**src/rtl/pixel_packer.sv**
```systemverilog
// pixel_packer
//   Packs a stream of 8-bit pixels into 32-bit little-endian words (the first
//   pixel of a group lands in [7:0]) and queues them in a DEPTH-word FIFO. The
//   word that closes a frame of FRAME_PIXELS pixels is tagged with word_last,
//   and frame_done pulses for one cycle after that frame's final pixel.
//
// Ports
//   clk          single clock, all state changes on the rising edge
//   rstn         asynchronous active-low reset
//   clr          synchronous soft clear (overrides accept and pop)
//   pixel_in     8-bit pixel from the upstream stage
//   valid_in     pixel_in is valid
//   ready_in     block can accept a pixel (depends on registered state only)
//   word_out     packed word at the FIFO head (0 while the FIFO is empty)
//   word_last    head word closes a frame
//   word_valid   FIFO not empty
//   word_ready   consumer accepts the head word
//   fifo_level   number of words stored, 0..DEPTH
//   frame_done   one-cycle pulse after the last pixel of a frame is accepted
module pixel_packer #(
    parameter int DEPTH        = 8,
    parameter int FRAME_PIXELS = 1024
) (
    input  logic                     clk,
    input  logic                     rstn,
    input  logic                     clr,
    input  logic [7:0]               pixel_in,
    input  logic                     valid_in,
    output logic                     ready_in,
    output logic [31:0]              word_out,
    output logic                     word_last,
    output logic                     word_valid,
    input  logic                     word_ready,
    output logic [$clog2(DEPTH):0]   fifo_level,
    output logic                     frame_done
);

    localparam int PTR_W = $clog2(DEPTH);
    localparam int LVL_W = PTR_W + 1;
    localparam int PIX_W = (FRAME_PIXELS > 1) ? $clog2(FRAME_PIXELS) : 1;

    localparam logic [1:0]       LANE_TOP = 2'd3;
    localparam logic [PIX_W-1:0] PIX_LAST = PIX_W'(FRAME_PIXELS - 1);
    localparam logic [LVL_W-1:0] LVL_FULL = LVL_W'(DEPTH);

    logic [1:0]       pack_q,  pack_d;
    logic [23:0]      hold_q,  hold_d;
    logic [PIX_W-1:0] pix_q,   pix_d;
    logic [PTR_W-1:0] wr_ptr_q, wr_ptr_d;
    logic [PTR_W-1:0] rd_ptr_q, rd_ptr_d;
    logic [LVL_W-1:0] level_q, level_d;
    logic             frame_done_q, frame_done_d;

    // Bit 32 of each entry is the end-of-frame tag.
    logic [32:0] mem_q [DEPTH];

    logic        accept;
    logic        push;
    logic        pop;
    logic [32:0] wr_word;
    logic [32:0] head;

    // Stalling only with a word ready to complete and no room for it keeps
    // ready_in free of any combinational path from word_ready.
    assign ready_in   = !((pack_q == LANE_TOP) && (level_q == LVL_FULL));
    assign word_valid = (level_q != '0);
    assign accept     = valid_in && ready_in;
    assign push       = accept && (pack_q == LANE_TOP);
    assign pop        = word_valid && word_ready;

    // Pixel FRAME_PIXELS-1 always lands in lane 3, so the tag can be taken
    // from the pixel counter at the moment the word is written.
    assign wr_word = {(pix_q == PIX_LAST), pixel_in, hold_q};

    always_comb begin
        // NOTE: every variable gets a default first so no path leaves it unassigned and no latch is inferred.
        pack_d       = pack_q;
        hold_d       = hold_q;
        pix_d        = pix_q;
        wr_ptr_d     = wr_ptr_q;
        rd_ptr_d     = rd_ptr_q;
        level_d      = level_q;
        frame_done_d = 1'b0;

        if (clr) begin
            pack_d   = '0;
            hold_d   = '0;
            pix_d    = '0;
            wr_ptr_d = '0;
            rd_ptr_d = '0;
            level_d  = '0;
        end else begin
            if (accept) begin
                case (pack_q)
                    2'd0:    hold_d[7:0]   = pixel_in;
                    2'd1:    hold_d[15:8]  = pixel_in;
                    2'd2:    hold_d[23:16] = pixel_in;
                    default: ;
                endcase
                pack_d       = pack_q + 2'd1;
                pix_d        = (pix_q == PIX_LAST) ? '0 : pix_q + PIX_W'(1);
                frame_done_d = (pix_q == PIX_LAST);
            end
            if (push) wr_ptr_d = wr_ptr_q + PTR_W'(1);
            if (pop)  rd_ptr_d = rd_ptr_q + PTR_W'(1);
            case ({push, pop})
                2'b10:   level_d = level_q + LVL_W'(1);
                2'b01:   level_d = level_q - LVL_W'(1);
                default: level_d = level_q;
            endcase
        end
    end

    // NOTE: sequential state uses non-blocking assignments so every flop samples pre-edge values.
    always_ff @(posedge clk or negedge rstn) begin
        if (!rstn) begin
            pack_q       <= '0;
            hold_q       <= '0;
            pix_q        <= '0;
            wr_ptr_q     <= '0;
            rd_ptr_q     <= '0;
            level_q      <= '0;
            frame_done_q <= 1'b0;
        end else begin
            pack_q       <= pack_d;
            hold_q       <= hold_d;
            pix_q        <= pix_d;
            wr_ptr_q     <= wr_ptr_d;
            rd_ptr_q     <= rd_ptr_d;
            level_q      <= level_d;
            frame_done_q <= frame_done_d;
        end
    end

    // NOTE: the storage array has no reset; entries are only observed once fifo_level says they hold data.
    always_ff @(posedge clk) begin
        if (push && !clr) mem_q[wr_ptr_q] <= wr_word;
    end

    // Gating with word_valid makes the outputs read zero while empty,
    // including immediately on reset, without resetting the array.
    assign head       = mem_q[rd_ptr_q];
    assign word_out   = word_valid ? head[31:0] : 32'h0;
    assign word_last  = word_valid && head[32];
    assign fifo_level = level_q;
    assign frame_done = frame_done_q;

endmodule

```
**config.mk**
```make
export PLATFORM = sky130hd
export DESIGN_NAME = pixel_packer
export DESIGN_NICKNAME = d
export VERILOG_FILES = /design/src/rtl/pixel_packer.sv
export SDC_FILE = /design/constraint.sdc
export NUM_CORES = 1
export LEC_CHECK = 0
export CAP_MARGIN = 5
export CORE_MARGIN = 5
export CORE_UTILIZATION = 29
export DETAILED_ROUTE_END_ITERATION = 7
export MAX_ROUTING_LAYER = met4
export SYNTH_ARGS = -nofsm -noshare
export SYNTH_HDL_FRONTEND = slang
export SYNTH_SLANG_ARGS = --single-unit
```
**constraint.sdc**
```tcl
create_clock -name clk -period 10.7 [get_ports clk]
set_input_delay 2.14 -clock clk [delete_from_list [all_inputs] [get_ports clk]]
set_output_delay 2.14 -clock clk [all_outputs]
set_load 0.02 [all_outputs]
```
==> Word-level counts from Yosys, hierarchy flattened <==
Memories as Yosys holds them, arrays and structs flattened.
Index checks and enable logic that the tools add are counted.
{ "totals": {"in_bits": 13, "mem_bits_rw": 264, "memories": 1, "regBits": 47} }
{ "mem_list": {"columns": ["memory", "depth", "word_bits", "rd", "rd_clocked_by_memory_dff", "write_ports", "line_no", "text"], "rows": [
  ["mem_q", 8, 33, 1, 0, 1, "55", "logic [32:0] mem_q [DEPTH];"]
]} }
{ "classes": {"n_reduce_logical": 20, "n_eq_ne": 7, "muxes": 21, "n_addsub": 6} }
{ "ops": {"columns": ["cell", "count"], "rows": [
  ["24-bit 2-to-1 mux", 2],
  ["32-bit 2-to-1 mux", 1],
  ["10-bit 2-to-1 mux", 3],
  ["8-bit 2-to-1 mux", 3],
  ["3-bit 2-to-1 mux", 4],
  ["2-bit nonzero test", 6],
  ["10-bit by 1-bit adder with 10-bit output, second input constant", 1],
  ["10-bit equality test, second input constant", 1],
  ["4-bit case mux with 2 select lines", 1],
  ["3-bit by 1-bit adder with 3-bit output, second input constant", 2],
  ["2-bit equality test, second input constant", 3],
  ["1-bit logical AND", 6],
  ["2-bit AND reduction", 3],
  ["4-bit by 1-bit adder with 4-bit output, second input constant", 1],
  ["2-bit by 1-bit equality test with 1-bit output, second input constant", 2],
  ["4-bit equality test, second input constant", 1],
  ["1-bit 2-to-1 mux", 4],
  ["2-bit 2-to-1 mux", 2],
  ["4-bit 2-to-1 mux", 1],
  ["4-bit nonzero test", 1],
  ["4-bit by 1-bit subtractor with 4-bit output, second input constant", 1],
  ["3-bit nonzero test", 1],
  ["2-bit by 1-bit adder with 2-bit output, second input constant", 1],
  ["1-bit zero test", 2],
  ["2-bit zero test", 1]
]} }

==> Longest topological paths before layout <==
Gate-level depths: netlist of run 1.
{ "depth": {"depth_word": 8, "depth_mapped": 12, "ltp_nobuf": 11} }

==> Least setup slack after synthesis of run 1 <==
No wires, ideal clock.
{ "synth_timing": {"kind": "input to register", "from": "input clr", "to": "memory mem_q[1][0] (enable)", "setup_time_ps": 464, "path_slack_ps": 5349, "n_path_buf": 1, "arrival_ps": 4887, "path_stages": 4, "cell_sequence": "clkbuf_1 -> nor2_1 -> nand3_1 -> nor3_1"} }
{ "synth_via": {"elab_chain_cells": 4} }
{ "synth_rtl": {"columns": ["item", "line_no", "text"], "rows": [
  ["start: declaration", "26", "input logic clr,"],
  ["1-bit zero test", "137", "if (push && !clr) mem_q[wr_ptr_q] <= wr_word;"],
  ["1-bit logical AND", "137", null],
  ["1-bit 2-to-1 mux", "137", null],
  ["1-bit 2-to-1 mux (implied by the code)", "137", null],
  ["end: declaration", "55", null]
]} }
Every way passes these cells.

==> Final worst setup path of run 1 <==
{ "layout_timing": {"from": "register rd_ptr_q[0]", "to": "output word_out[11]"} }
{ "layout_via": {"elab_chain_cells": 2} }
{ "layout_rtl": {"columns": ["item", "line_no", "text"], "rows": [
  ["start: declaration", "50", "logic [PTR_W-1:0] rd_ptr_q, rd_ptr_d;"],
  ["start signal: assignment", "129", "rd_ptr_q <= rd_ptr_d;"],
  ["memory read 8 x 33 bit", null, null],
  ["32-bit 2-to-1 mux", "143", "assign word_out = word_valid ? head[31:0] : 32'h0;"],
  ["end: declaration", "30", "output logic [31:0] word_out,"]
]} }
Every way passes these cells.

==> results.yml, run 1 <==
sta:
  layout_worst_path_cycle_share: 0.539
  drv_slew: 0
  period_needed_ns: 5.76
  slew-limit-headroom: 0.268
  skew_ns: 0.00987
  hold_violations: 0
  worst_pin_slew_ns: 1.10
  finalSetupTns_ns: 0
  rsz0062_at_grt: "no"
  setup_viol: 0
  fmax_ghz: 0.173
clock_network:
  cts_sinks: 311
  cts_resized: 0
  htree_levels: 1
  cts_hold_buf: 0
  root_buffer: "clkbuf_16"
  clk_path_buf_depth: 3
  cts_tree: "yes"
  postCtsSetupBuffers: 0
  path_clk_slew_ns: 0.06
  clock_latency_ns: 0.55
  numCtsBuffers: 31
finish:
  multi_input_area_um2: 3110
  final_core_util: 0.346
  nNetsFinal: 763
  n_fill_cell: 3993
  area_growth_pct: 17.9
  regArea_um2: 9110
  finish.instance_area_um2: 14500
  drive_gt1_frac: 0.196
synthesis:
  synth.distinct_cells: 41
  yosysSeqAreaShare: 0.738
  synth-simple-area-share: 0.0576
  synth_fp_nets: 700
  synthXorXnorAreaFrac: 0.0107
  syn-instance-count: 678
  async_flop_share: 0.151
  netlist_area_um2: 12300
  synth_top_family_by_area: "multiplexers"
  synthFlopType: "edfxtp_1"
  synth-adder-area-share: 0.00913
  yosysWarnings: 0
  synth_area_per_cell_um2: 18.2
  synth-seq-cells: 311
  synth.mux.area_fraction: 0.149
  synth_edf_count: 264
  synth_compound_area_frac: 0.0216
floorplanning:
  initial_core_util: 0.293
  die_y_um: 216
  die_x_um: 216
  dieArea_um2: 46700
  placementRows: 75
  ios: 53
  core_area_um2: 42000
global_routing:
  grt_pass1_wl_um: 39300
  grt_max_degree: 54
  grt_use_total: 0.111
  grt_pass1_vias: 6313
  grt_overflow_total: 0
  antenna_found_initial: 2
setup_path:
  worstPathArrival_ns: 3.62
  cp-startpoint: "rd_ptr_q[0]"
  r2r_start: "fifo_level[1]"
  start_kind: "flop"
  cp_max_fo: 53
  reg2regPathDepth: 10
  critPathKind: "flop to output port"
  reg2reg_slack_ns: 7.02
  cp.required_ns: 8.56
  end_kind: "output port"
  crit_path_end: "word_out[11]"
  regToRegEndpoint: "fifo_level[3]"
power_and_ir_drop:
  p_leak_nw: 4.61
  p_sw_frac: 0.279
  clockPowerShare: 0.325
  power_density_nw_per_um2: 223
  p_comb_frac: 0.248
  sequentialPowerShare: 0.426
  p_int_mw: 2.34
  p_sw_uw: 904
  vdd_drop_max_v: 0.000129
place:
  hpwlAfterDp_um: 14400
  port-buffer-count: 52
  place.gp.congestion: 0.718
  placed_area_um2: 13500
drt:
  drcViolationCount: 0
  viasPerCell: 4.71
  via_count: 6149
  route.met2.wl_um: 12400
  met1_length_um: 11300
  first_iter_violations: 376
  top_layer_used: "met4"
  route.antenna.remaining_nets: 0
  wire_per_inst_um: 19.6
  wl_met3_um: 1520
  drt_wl_total_um: 25600
  drtPass1Iterations: 5
job:
  max-cap-violations: 0
outcome:
  status: "complete, no violations"
hold_path:
  hold_path.class: "flop to flop"
  hold_path_depth: 2
==> worst max-delay path: stages (launching register included) <==
cell and delay, ns:
dfrtp_4 0.62, buf_4 0.91, mux4_2 0.61, mux2i_1 0.23, nor2_1 0.08, clkdlybuf4s50_1 0.60
==> flip-flops by register name, summed over array words and instances, names as in the netlist <==
name	count
mem_q	264
hold_q	24
pix_q	10
fifo_level	4
rd_ptr_q	3
wr_ptr_q	3
pack_q	2
frame_done	1
==> final cells by class <==
type | count | share of cell area
Clock buffer | 41 | 0.0601
Clock inverter | 16 | 0.00921
Tap cell | 539 | 0.0464
Multi-Input combinational cell | 328 | 0.214
Timing Repair Buffer | 66 | 0.0423
Inverter | 3 | 0.00112
Sequential cell | 311 | 0.626
Antenna cell | 2 | 0.000344
==> routing by layer <==
layer | up-vias | track usage
li1 | 2798 | -
met1 | 3160 | 0.149
met2 | 157 | 0.177
met3 | 34 | 0.0218
met4 | 0 | 0.0220
met5 | - | -
==> how the worst min path moves through the flow <==
| stage | end | slack [ns] | start |
|---|---|---|---|
| 2_1_floorplan | pix_q[7] | 0.51 | pix_q[7] |
| 3_3_place_gp | pix_q[1] | 0.53 | pix_q[1] |
| 3_5_place_dp | pix_q[1] | 0.54 | pix_q[1] |
| 4_1_cts | pix_q[1] | 0.55 | pix_q[1] |
| 5_1_grt | pix_q[0] | 0.59 | pix_q[0] |
| 6_report | pix_q[1] | 0.55 | pix_q[1] |
==> per-stage QoR <==
stage | setup slack [ns] | cells | hold WS (ns) | power [mW]
after global placement | 5.35 | 1247 | 0.534 | 2.24
after CTS | 4.78 | 1304 | 0.550 | 3.30
final | 4.94 | 1306 | 0.550 | 3.24
after global routing | 4.65 | 1306 | 0.586 | 3.40
after detailed placement | 5.38 | 1247 | 0.543 | 2.24
after floorplan | 5.35 | 678 | 0.511 | 1.92
==> power groups by stage <==
stage	combinational, mW	clock (mW)	sequential [mW]
floorplan	0.543	0	1.38
global placement	0.830	0	1.41
detailed placement	0.831	0	1.41
CTS	0.833	1.08	1.38
global route	0.875	1.14	1.39
finish	0.805	1.05	1.38
==> cell usage in the layout (no fill, tap or decap), drive strengths merged, types with 16 or more instances in the layout <==
master,count
clkdlybuf4s50,50
nor2,58
mux4,66
mux2i,35
dfrtp,47
edfxtp,264
nand3,29
a21oi,30
buf,16
nand2,46
clkbuf,41
==> cells by family after synthesis <==
| kind of cell | count (synthesis) |
|---|---|
| AO/OA/AOI/OAI | 46 |
| flip-flops | 311 |
| AND/OR/NAND/NOR | 157 |
| XOR/XNOR | 15 |
| buffers and inverters | 39 |
| adder cells (fa/ha/maj) | 9 |
| multiplexers | 101 |
==> synth_stat cells, drive strengths merged, types with 3 or more instances <==
library cell | count | share of area
and3 | 3 | 0.0015
ha | 9 | 0.0091
nand2b | 4 | 0.0020
or3 | 3 | 0.0015
mux2i | 35 | 0.028
nor3 | 6 | 0.0028
dfrtp | 47 | 0.095
xnor2 | 6 | 0.0043
nand2 | 46 | 0.015
a21oi | 30 | 0.012
o21ai | 5 | 0.0020
nor2 | 58 | 0.018
edfxtp | 264 | 0.64
buf | 15 | 0.0060
inv | 3 | 0.0013
mux4 | 66 | 0.12
clkbuf | 21 | 0.0064
nand4 | 4 | 0.0020
xor2 | 9 | 0.0064
nand3 | 29 | 0.012
No activity file was read; power rests on OpenSTA's default activity.
==> inputs of run 2 (changes only) <==
==> constraint.sdc (replaced) <==
create_clock -name clk -period 5.2 [get_ports clk]
set_input_delay 1.04 -clock clk [delete_from_list [all_inputs] [get_ports clk]]
set_output_delay 1.04 -clock clk [all_outputs]
set_load 0.02 [all_outputs]
==> run 2 against run 1 <==
  * Worst hold slack gained 0.013 ns
  * Design area grew 1.5%
  * Power grew 110%
  * Utilization grew 0.51 points
  * Combinational power grew 110%
  * Critical path type unchanged
==> results.yml, run 2 (synthesis results as in run 1) <==
outcome:
  status: "complete, no violations"
sta:
  setup_viol: 0
  hold_violations: 0
  hold_slack_ns: 0.563
  drv_slew: 0
  layout_worst_path_cycle_share: 0.800
  worst_pin_slew_ns: 0.883
  fmax_ghz: 0.240
  slew-limit-headroom: 0.411
  finalSetupTns_ns: 0
  rsz0062_at_grt: "no"
  period_needed_ns: 4.16
  skew_ns: 0.0136
  fin_ws_ns: 1.04
setup_path:
  cp.required_ns: 4.16
  worstPathCellList: "or3_1, nor2_4, buf_4, nor2_1, clkdlybuf4s50_1"
  cp-startpoint: "fifo_level[1]"
  worstPathArrival_ns: 3.12
  cp_max_fo: 23
  regToRegEndpoint: "fifo_level[3]"
  end_kind: "output port"
  critPathKind: "flop to output port"
  start_kind: "flop"
  reg2reg_slack_ns: 1.74
  critPathMaxStageDelay_ns: 0.66
  reg2regPathDepth: 10
  crit_path_top_delay_cell: "nor2_4"
  r2r_start: "fifo_level[1]"
clock_network:
  cts_hold_buf: 0
  cts_tree: "yes"
  clk_path_buf_depth: 3
  postCtsSetupBuffers: 0
  cts_resized: 0
  htree_levels: 2
  path_clk_slew_ns: 0.06
  cts_sinks: 311
  root_buffer: "clkbuf_16"
  numCtsBuffers: 34
  clock_latency_ns: 0.50
floorplanning:
  initial_core_util: 0.293
  die_y_um: 216
  die_x_um: 216
  core_area_um2: 42000
  dieArea_um2: 46700
  ios: 53
  placementRows: 75
finish:
  multi_input_area_um2: 3110
  finish.instance_area_um2: 14800
  final_core_util: 0.351
  area_growth_pct: 19.7
  largest_reg_flops: 264
  nNetsFinal: 772
  n_fill_cell: 3927
  layout_common_cells: "edfxtp_1, mux4_2, nor2_1, clkdlybuf4s50_1, nand2_1"
  drive_gt1_frac: 0.206
  top_regs: "mem_q: 264 flops, hold_q: 24 flops, pix_q: 10 flops"
  regArea_um2: 9110
  regMostFlops: "mem_q"
  final_common_cell: "edfxtp_1"
  layoutNonFillerInstCount: 1315
hold_path:
  hold_start: "pix_q[1]"
  hold_path.class: "flop to flop"
  hold_path_depth: 2
  hold_end: "pix_q[1]"
power_and_ir_drop:
  p_comb_frac: 0.245
  vdd_drop_max_v: 0.000318
  p_leak_nw: 4.72
  p_sw_frac: 0.274
  power.total_mw: 6.93
  clockPowerShare: 0.344
  power_density_nw_per_um2: 469
  p_sw_mw: 1.90
  p_int_mw: 5.03
  sequentialPowerShare: 0.410
place:
  dpl_worst_slack_ns: 1.30
  placed_area_um2: 13600
  port-buffer-count: 52
  hpwlAfterDp_um: 14900
  dp_cells: 1253
  place.gp.congestion: 0.726
global_routing:
  grt_pass1_vias: 6392
  grt_overflow_total: 0
  grt_use_total: 0.114
  grt_max_degree: 50
  antenna_found_initial: 1
  grt_pass1_wl_um: 40000
drt:
  wl_met3_um: 1200
  met1_length_um: 11900
  via_count: 6249
  drtPass1Iterations: 4
  drt_wl_total_um: 25900
  route.antenna.remaining_nets: 0
  wire_per_inst_um: 19.7
  drcViolationCount: 0
  top_layer_used: "met4"
  route.met2.wl_um: 12500
  first_iter_violations: 367
  viasPerCell: 4.75
job:
  max-cap-violations: 0
==> run 2: metal layers <==
metal	GRT usage	vias up
met2	0.179	128
met3	0.0229	29
met1	0.155	3274
li1	-	2818
met4	0.0263	0
met5	-	-
==> run 2: power groups by stage <==
stage | Sequential [mW] | Combinational (mW) | Clock, mW
floorplan | 2.83 | 1.12 | 0
global placement | 2.90 | 1.74 | 0
detailed placement | 2.90 | 1.75 | 0
CTS | 2.85 | 1.75 | 2.45
global route | 2.86 | 1.85 | 2.57
finish | 2.84 | 1.70 | 2.39
==> run 2: area by class of cell <==
type	count	area share
clock buffers	49	0.0697
well taps	539	0.0457
diodes	1	0.000170
clock inverters	12	0.00780
flip-flops and latches	311	0.617
inverters	3	0.00110
multi-input cells	328	0.211
repair buffers	72	0.0473
==> run 2: worst max-delay path: cells and delay by family (launching register included) <==
| kind | cells | cell delay, ns |
|---|---|---|
| buffers and inverters | 2 | 0.91 |
| flip-flops | 1 | 0.47 |
| AND/OR/NAND/NOR | 3 | 1.25 |
==> run 2: how the worst max path moves through the flow <==
stage / to / slack (ns) / depth (start not counted)
after floorplan: mem_q[1][0] / 0.95 / 4
after global placement: fifo_level[3] / 1.34 / 9
after detailed placement: fifo_level[3] / 1.30 / 9
after CTS: word_out[20] / 0.97 / 5
after global routing: word_out[19] / 0.87 / 5
final: word_out[19] / 1.04 / 5
==> inputs of run 3 (changes only) <==
==> constraint.sdc (replaced) <==
create_clock -name clk -period 3.95 [get_ports clk]
set_input_delay 0.79 -clock clk [delete_from_list [all_inputs] [get_ports clk]]
set_output_delay 0.79 -clock clk [all_outputs]
set_load 0.02 [all_outputs]
==> run 3 against run 2 <==
  * Critical path depth is the same
  * Largest cell class unchanged
  * Count of clock-buffer cells in the layout shrank 3
  * Via count shrank 1.6%
  * Sequential power grew 32%
  * First-iteration DRC count grew 29%
  * Power grew 26%
  * Non-clock buffer count grew 5
  * Clock power grew 14%
  * Wire length shrank 3.7%
  * Setup slack lost 0.82 ns
  * Sequential share of layout area grew 0.19 points
==> results.yml, run 3 (synthesis results as in run 1) <==
outcome:
  status: "complete, no violations"
clock_network:
  path_clk_slew_ns: 0.06
  postCtsSetupBuffers: 0
  htree_levels: 1
  cts_hold_buf: 0
  cts_sinks: 311
  numCtsBuffers: 31
  clk_path_buf_depth: 3
  root_buffer: "clkbuf_16"
  clock_latency_ns: 0.54
  cts_tree: "yes"
  cts_resized: 0
setup_path:
  regToRegEndpoint: "fifo_level[3]"
  critPathTopFamily: "buffers and inverters"
  critPathMaxStageDelay_ns: 0.73
  start_kind: "flop"
  critPathKind: "flop to output port"
  crit_path_top_delay_cell: "dfrtp_4"
  cp_max_fo: 22
  worstPathArrival_ns: 2.94
  reg2reg_slack_ns: 0.91
  cp.required_ns: 3.16
  end_kind: "output port"
  worstPathCellList: "buf_12, mux4_2, mux2i_1, nor2_1, clkdlybuf4s50_1"
  r2r_start: "pack_q[0]"
  reg2regPathDepth: 9
  cp.buffers_inverters: 2
hold_path:
  hold_path.class: "input pin to async pin"
place:
  dpl_worst_slack_ns: 0.310
  hpwlAfterDp_um: 14900
  port-buffer-count: 52
  place.gp.congestion: 0.719
sta:
  skew_ns: 0.0140
  hold_violations: 0
  worst_pin_slew_ns: 0.684
  drv_slew: 0
  period_needed_ns: 3.73
  finalSetupTns_ns: 0
  rsz0062_at_grt: "no"
  setup_viol: 0
  fmax_ghz: 0.268
  fin_ws_ns: 0.219
  layout_worst_path_cycle_share: 0.945
  slew-limit-headroom: 0.544
drt:
  drtPass1Iterations: 5
  wire_per_inst_um: 19.0
  first_iter_violations: 474
  route.antenna.remaining_nets: 0
  drt_wl_total_um: 25000
  drcViolationCount: 0
  viasPerCell: 4.67
  via_count: 6147
power_and_ir_drop:
  power_density_nw_per_um2: 594
  vdd_drop_max_v: 0.000423
  power.total_mw: 8.73
  p_leak_nw: 4.64
finish:
  nNetsFinal: 774
  layout_common_cells: "edfxtp_1, mux4_2, nor2_1, clkdlybuf4s50_1, nand2_1"
  final_common_cell: "edfxtp_1"
  final_core_util: 0.350
  n_fill_cell: 3960
  regMostFlops: "mem_q"
  drive_gt1_frac: 0.197
  top_regs: "mem_q: 264 flops, hold_q: 24 flops, pix_q: 10 flops"
  largest_reg_flops: 264
  area_growth_pct: 19.3
floorplanning:
  die_x_um: 216
  initial_core_util: 0.293
  core_area_um2: 42000
  ios: 53
  placementRows: 75
  die_y_um: 216
  dieArea_um2: 46700
job:
  max-cap-violations: 0
global_routing:
  grt_max_degree: 50
  grt_pass1_vias: 6499
  antenna_found_initial: 1
  grt_overflow_total: 0
  grt_pass1_wl_um: 39800
  grt_use_total: 0.111
## run 3: cell types whose count changed in the layout (fill, tap and decap cells not counted)
cell,change
nor3_4,+2
bufinv_16,-1
clkbuf_16,-4
clkbuf_1,+8
clkinv_4,+1
inv_6,-2
inv_4,+1
buf_4,-3
clkbuf_8,-7
buf_12,+8
clkinv_2,-1
clkinvlp_4,+1
nor3_2,-2
## run 3: how the worst max path moves through the flow
stage / slack, ns / endpoint / startpoint / depth (start not counted)
after floorplan: 0.83 / mem_q[7][0] / clr / 4
after global placement: 0.35 / fifo_level[3] / valid_in / 9
after detailed placement: 0.31 / fifo_level[3] / valid_in / 9
after CTS: 0.10 / word_out[16] / rd_ptr_q[0] / 5
after global routing: 0.002 / word_out[21] / rd_ptr_q[0] / 5
final: 0.22 / word_out[16] / rd_ptr_q[0] / 5
## run 3: routing by layer
metal | up-vias | GRT usage | share of wire
li1 | 2812 | - | -
met1 | 3187 | 0.154 | 0.46
met2 | 114 | 0.178 | 0.48
met3 | 34 | 0.0160 | 0.044
met4 | 0 | 0.0206 | 0.014
met5 | - | - | 0
## run 3: layout make-up
type,count,area [um^2],share of cell area
timing repair buffer,77,836,0.0568
tap,539,674,0.0458
clock inverter,11,85.1,0.00578
multi-input combinational,328,3130,0.212
clock buffer,46,862,0.0586
antenna,1,2.50,0.000170
sequential,311,9110,0.619
inverter,3,16.3,0.00111
## run 3: report_power, final
part           total, mW  leakage (nW)  internal (mW)  switching, mW
clock network       2.73         0.463           1.57           1.16
logic               2.25          1.18           1.11           1.15
registers           3.75          3.00           3.60          0.152
total               8.73          4.64           6.28           2.46
## run 3: stage by stage
stage	hold slack, ns	cell area, um^2	instances
final	0.257	14700	1316
after global routing	0.281	14700	1316
after CTS	0.244	14700	1315
after detailed placement	0.544	13800	1258
after global placement	0.542	13800	1258
after floorplan	0.494	12300	678
